### config.mk
export PLATFORM = sky130hd
export DESIGN_NAME = cic_interp_norm
export DESIGN_NICKNAME = d
export VERILOG_FILES = /design/src/rtl/cic_pkg.sv /design/src/rtl/cic_int_shift_select.sv /design/src/rtl/cic_interp_norm.sv
export SDC_FILE = /design/constraint.sdc
export NUM_CORES = 2
export LEC_CHECK = 0
export CORE_ASPECT_RATIO = 0.5
export CORE_UTILIZATION = 45
export CTS_CLUSTER_SIZE = 10
export DETAILED_ROUTE_END_ITERATION = 8
export PLACE_DENSITY = 0.71
export SETUP_SLACK_MARGIN = 0.3
export SLEW_MARGIN = 0
export SYNTH_ARGS = -nofsm -noshare
export SYNTH_HDL_FRONTEND = slang
export SYNTH_SLANG_ARGS = --single-unit
### constraint.sdc
create_clock -name clock -period 12.1 [get_ports clock]
set_input_delay 1.815 -clock clock [delete_from_list [all_inputs] [get_ports clock]]
set_output_delay 1.815 -clock clock [all_outputs]
set_load 0.05 [all_outputs]
### src/rtl/cic_pkg.sv
// Shared CIC constants and rate-to-shift tables for the TX interpolator and RX decimator.
package cic_pkg;
    localparam int N_STAGES        = 4;
    localparam int MAX_INTERP_RATE = 128;
    localparam int MIN_SHIFT       = 6;
    localparam int MAX_SHIFT       = 21;

    // Smallest s with 2^s >= R^3, i.e. ceil(3*log2(R)); rates outside 4..128 clamp to the table ends.
    function automatic logic [4:0] interp_bitgain(input logic [8:0] rate_actual);
        logic [26:0] cube;
        logic [4:0]  s;
        cube = 27'(rate_actual) * 27'(rate_actual) * 27'(rate_actual);
        s    = 5'(MAX_SHIFT);
        if (rate_actual < 9'd4) begin
            s = 5'(MIN_SHIFT);
        end else if (rate_actual <= 9'(MAX_INTERP_RATE)) begin
            for (int k = MAX_SHIFT; k >= MIN_SHIFT; k--) begin
                if ((27'd1 << k) >= cube) s = 5'(k);
            end
        end
        return s;
    endfunction

    // Decimator counterpart: gain R^4, shift ceil(4*log2(R)).
    function automatic logic [4:0] decim_bitgain(input logic [8:0] rate_actual);
        logic [35:0] quad;
        logic [4:0]  s;
        quad = 36'(rate_actual) * 36'(rate_actual) * 36'(rate_actual) * 36'(rate_actual);
        s    = 5'd28;
        if (rate_actual < 9'd4) begin
            s = 5'd8;
        end else if (rate_actual <= 9'(MAX_INTERP_RATE)) begin
            for (int k = 28; k >= 8; k--) begin
                if ((36'd1 << k) >= quad) s = 5'(k);
            end
        end
        return s;
    endfunction
endpackage

### src/rtl/cic_int_shift_select.sv
// Combinational output slice mux: picks BW bits of the last integrator starting at the selected shift.
module cic_int_shift_select
    import cic_pkg::*;
#(
    parameter int BW = 16,
    parameter int DW = 31
) (
    input  logic [DW-1:0] data_i,
    input  logic [4:0]    shift_i,
    output logic [BW-1:0] slice_o
);
    // data_i already has the MIN_SHIFT low bits dropped; out-of-table shifts fall back to MIN_SHIFT.
    always_comb begin
        slice_o = data_i[0 +: BW];
        for (int s = MIN_SHIFT + 1; s <= MAX_SHIFT; s++) begin
            if (shift_i == 5'(s)) slice_o = data_i[(s - MIN_SHIFT) +: BW];
        end
    end
endmodule

### src/rtl/cic_interp_norm.sv
// 4-stage CIC interpolator with rate-selected right shift normalising the R^3 gain.
module cic_interp_norm
    import cic_pkg::*;
#(
    parameter int bw         = 16,
    parameter int N          = N_STAGES,
    parameter int maxbitgain = 21
) (
    input  logic                 clock,
    input  logic                 reset,
    input  logic                 enable,
    input  logic [7:0]           rate,
    input  logic                 strobe_in,
    input  logic                 strobe_out,
    input  logic signed [bw-1:0] signal_in,
    output logic signed [bw-1:0] signal_out
);
    localparam int IW = bw + maxbitgain;

    logic signed [IW-1:0] comb_q  [N];
    logic signed [IW-1:0] comb_d  [N];
    logic signed [IW-1:0] dly_q   [N];
    logic signed [IW-1:0] dly_d   [N];
    logic signed [IW-1:0] integ_q [N];
    logic signed [IW-1:0] integ_d [N];
    logic                 fresh_q, fresh_d;
    logic [4:0]           shift_q, shift_d;
    logic signed [bw-1:0] out_q, out_d;
    logic signed [IW-1:0] x_in;
    logic [bw-1:0]        slice;

    cic_int_shift_select #(
        .BW (bw),
        .DW (IW - MIN_SHIFT)
    ) u_shift_select (
        .data_i  (integ_q[N-1][IW-1:MIN_SHIFT]),
        .shift_i (shift_q),
        .slice_o (slice)
    );

    always_comb begin
        comb_d  = comb_q;
        dly_d   = dly_q;
        integ_d = integ_q;
        fresh_d = fresh_q;
        out_d   = out_q;
        shift_d = interp_bitgain({1'b0, rate} + 9'd1);
        x_in    = {{maxbitgain{signal_in[bw-1]}}, signal_in};

        if (strobe_in) begin
            comb_d[0] = x_in - dly_q[0];
            dly_d[0]  = x_in;
            for (int k = 1; k < N; k++) begin
                comb_d[k] = comb_q[k-1] - dly_q[k];
                dly_d[k]  = comb_q[k-1];
            end
        end

        // Zero-stuffing: the comb result is consumed once, then zeros until the next low-rate sample.
        if (strobe_out) begin
            integ_d[0] = integ_q[0] + (fresh_q ? comb_q[N-1] : '0);
            for (int k = 1; k < N; k++) integ_d[k] = integ_q[k] + integ_q[k-1];
            out_d   = signed'(slice);
            fresh_d = 1'b0;
        end
        if (strobe_in) fresh_d = 1'b1;
    end

    always_ff @(posedge clock) begin
        if (reset || !enable) begin
            for (int k = 0; k < N; k++) begin
                comb_q[k]  <= '0;
                dly_q[k]   <= '0;
                integ_q[k] <= '0;
            end
            fresh_q <= 1'b0;
            shift_q <= '0;
            out_q   <= '0;
        end else begin
            comb_q  <= comb_d;
            dly_q   <= dly_d;
            integ_q <= integ_d;
            fresh_q <= fresh_d;
            shift_q <= shift_d;
            out_q   <= out_d;
        end
    end

    assign signal_out = out_q;
endmodule

==> metrics.csv <==
stage,metric,value,unit
outcome,status,finished clean,
job,cap_violations,0,
floorplanning,die_y,201.9,microns
setup_path,critPathBufInv,12,
final_layout,multi_input_area,0.02593,sq mm
yosys,synth_most_common_cell,nor2_1,
drt,drt_iter0_drc,2112,
timing,worst_slew_pin_slew,1.314,ns
cts,insertion_delay,0.61,ns
drt,drc,0,
yosys,yosys_warnings,0,
final_layout,fin_nets,4995,
floorplanning,die-area,0.08109,sq mm
place,dp_slack,-0.1615,ns
cts,cts_num_sinks,405,
worst_hold_path,holdPathEnd,comb_q[4]$_SDFFE_PP0P_,
timing,fin_crit_sh,0.9369,
yosys,synth_cell_types,99,
global_route,grt_pass1_vias,30400,
yosys,seq_area_frac_synth,0.2255,
floorplanning,pin_count,45,
drt,antenna_left,0,
yosys,yosys.area.top_type_share,0.2255,
place,gp_congestion,0.9081,
drt,routedWlPerCell,16.31,microns
final_layout,drive_above_1_share,0.06137,
yosys,synth_enable_flop_cells,0,
final_layout,design_area,0.03929,sq mm
setup_path,cp-start-kind,primary input,
cts,cts_buffer_depth,3,
floorplanning,core,0.07820,sq mm
timing,slew_violations,0,
drt,avgViaCountPerCell,5.716,
setup_path,critPathCaptureType,flop,
floorplanning,initial_utilization,0.4597,
timing,finalHoldViolations,0,
setup_path,r2r_cells,13,
cts,cts_tree,built,
cts,root_buffer,clkbuf_16,
place,dp_hpwl,66230,microns
global_route,antenna_found_initial,1,
worst_hold_path,whs_path_depth,2,
yosys,avgSynthCellArea,7.990,sq um
setup_path,reg2reg_from,fresh_q$_SDFFE_PP0P_,
yosys,synth_cells,4499,
yosys,synth_top_cells_by_count,"nor2_1, dfxtp_1, inv_1",
setup_path,critical-path-max-stage-delay,0.57,ns
setup_path,worstPathMaxFanout,5,
worst_hold_path,hold_path_class,reg2reg,
yosys,syn-cell-area,0.03595,sq mm
yosys,synthTopCellsByArea,"dfxtp_1, ha_1, fa_1",
timing,final.setup.worst_slack,0.7634,ns
yosys,ys_ff_latch,405,
setup_path,r2r-end,integ_q[147]$_SDFFE_PP0P_,
setup_path,required,12.61,ns
final_layout,area_delta_synth_final,9.307,%
drt,vias,31630,
setup_path,crit_type,in2reg,
setup_path,worstPathArrival,11.85,ns
floorplanning,die_x,401.7,microns
drt,wirelength,90280,microns
floorplanning,rows,72,
yosys,synth_top_cell_by_area,dfxtp_1,
global_route,grt_max_degree,208,
global_route,grt_pass1_wl,149900,microns
place,dp.cells,5465,
drt,drt_pre_antenna_iters,6,
place,port_buffers,44,
cts,cts_hold_buffers,0,
setup_path,path_common_cell,inv_1,
timing,rsz0062_at_grt,no,
setup_path,r2r_slack,8.20,ns
cts,cts_buffers,48,
timing,slew_headroom,0.1238,
timing,fmax,88.21,MHz
global_route,grt_usage,0.2170,
setup_path,cpMaxStageDelayCell,fa_1,
timing,post-route-min-period,11.34,ns
final_layout,instances_no_fill,5534,
yosys,synthArstFlopShare,0,
timing,fin_skew,0.03410,ns
cts,clk_pin_slew,0.05,ns
timing,setup_violations,0,
place,post_dp_cell_area,0.03763,sq mm
final_layout,regArea,0.008108,sq mm
final_layout,n_fill_cell,7351,
global_route,grt_overflow,0,
cts,htreeDepth,2,
yosys,synth_flop_cell,dfxtp_1,
setup_path,path_delay_family,adder cells,
worst_hold_path,worstHoldStart,comb_q[4]$_SDFFE_PP0P_,
## state kept, by name, indices dropped and copies added, names as in the netlist
signal      flops
comb_q        128
dly_q         107
fresh_q         1
integ_q       148
shift_q         5
signal_out     16
## worst min-delay path, cell delays in order (launching register included)
cell and delay, ns:
dfxtp_1 0.30, nand2_1 0.06, a21oi_1 0.05
## cells by family (layout without fill, tap and decap cells)
kind of cell	count (synthesis)	count (layout)	synth area share
DFF	405	405	0.2255
buffers and inverters	577	572	0.06042
xor gates and xnor gates	208	208	0.05089
and+or+nand+nor	1511	1511	0.1973
muxes	263	263	0.07362
AOI/OAI and AO/OA	1051	1051	0.1929
other	2	6	0.0002089
adders and majority gates	482	482	0.1991
## stage by stage
| step | util | setup TNS, ns | hold WS, ns |
|---|---|---|---|
| after global placement | 0.4812 | 0 | 0.4501 |
| after floorplan | - | 0 | 0.4365 |
| after global routing | 0.5025 | 0 | 0.4842 |
| after CTS | 0.4990 | 0 | 0.4582 |
| after detailed placement | 0.4812 | -0.5283 | 0.4512 |
| final | 0.5025 | 0 | 0.4579 |
## cells in the final DEF, fill, tap and decap left out, types with 26 or more instances in the layout
cell type,n
a211oi_1,97
a21o_1,86
a21oi_1,266
a31oi_1,42
and2_1,79
and3_1,38
buf_4,91
clkbuf_16,48
clkdlybuf4s50_1,42
dfxtp_1,405
fa_1,149
ha_1,328
inv_1,367
mux2i_1,261
nand2_1,287
nand2b_1,59
nand3_1,99
nand4_1,26
nor2_1,607
nor2b_1,54
nor3_1,100
o21a_1,46
o21ai_0,179
o21bai_1,30
o22ai_1,65
or3_1,29
xnor2_1,128
xor2_1,68
## layout make-up
cell class | instances | area share
timing repair buffer | 139 | 0.03012
tap | 1036 | 0.03299
clock buffer | 56 | 0.03235
inverter | 370 | 0.03535
multi-input combinational | 3520 | 0.6599
sequential | 405 | 0.2063
antenna | 1 | 0.00006369
clock inverter | 7 | 0.002898
## how the worst max path moves through the flow
stage                                 end  depth (start not counted)  startpoint
detailed placement  shift_q[3]$_SDFF_PP0_                         40     rate[0]
floorplan           shift_q[1]$_SDFF_PP0_                         42     rate[0]
global placement    shift_q[1]$_SDFF_PP0_                         39     rate[0]
CTS                 shift_q[3]$_SDFF_PP0_                         40     rate[0]
global route        shift_q[2]$_SDFF_PP0_                         41     rate[0]
finish              shift_q[2]$_SDFF_PP0_                         44     rate[0]
## metal layers
| layer | vias up | GRT usage | share of wire |
|---|---|---|---|
| met5 | - | 0 | 0.00016 |
| met4 | 2 | 0.05993 | 0.023 |
| met3 | 150 | 0.02421 | 0.052 |
| met2 | 817 | 0.3613 | 0.45 |
| met1 | 14990 | 0.2974 | 0.48 |
| li1 | 15670 | - | - |
## timing repair
| item | CTS | global route |
|---|---|---|
| hold endpoints to repair | 0 | 0 |
| setup endpoints to repair | 0 | 5 |
| buffers inserted | 0 | 5 |
| resized for setup | 0 | 48 |
Power is left out: the tool's default activity adds up to more than one toggle a clock period on the data nets, which glitch-free logic cannot reach.
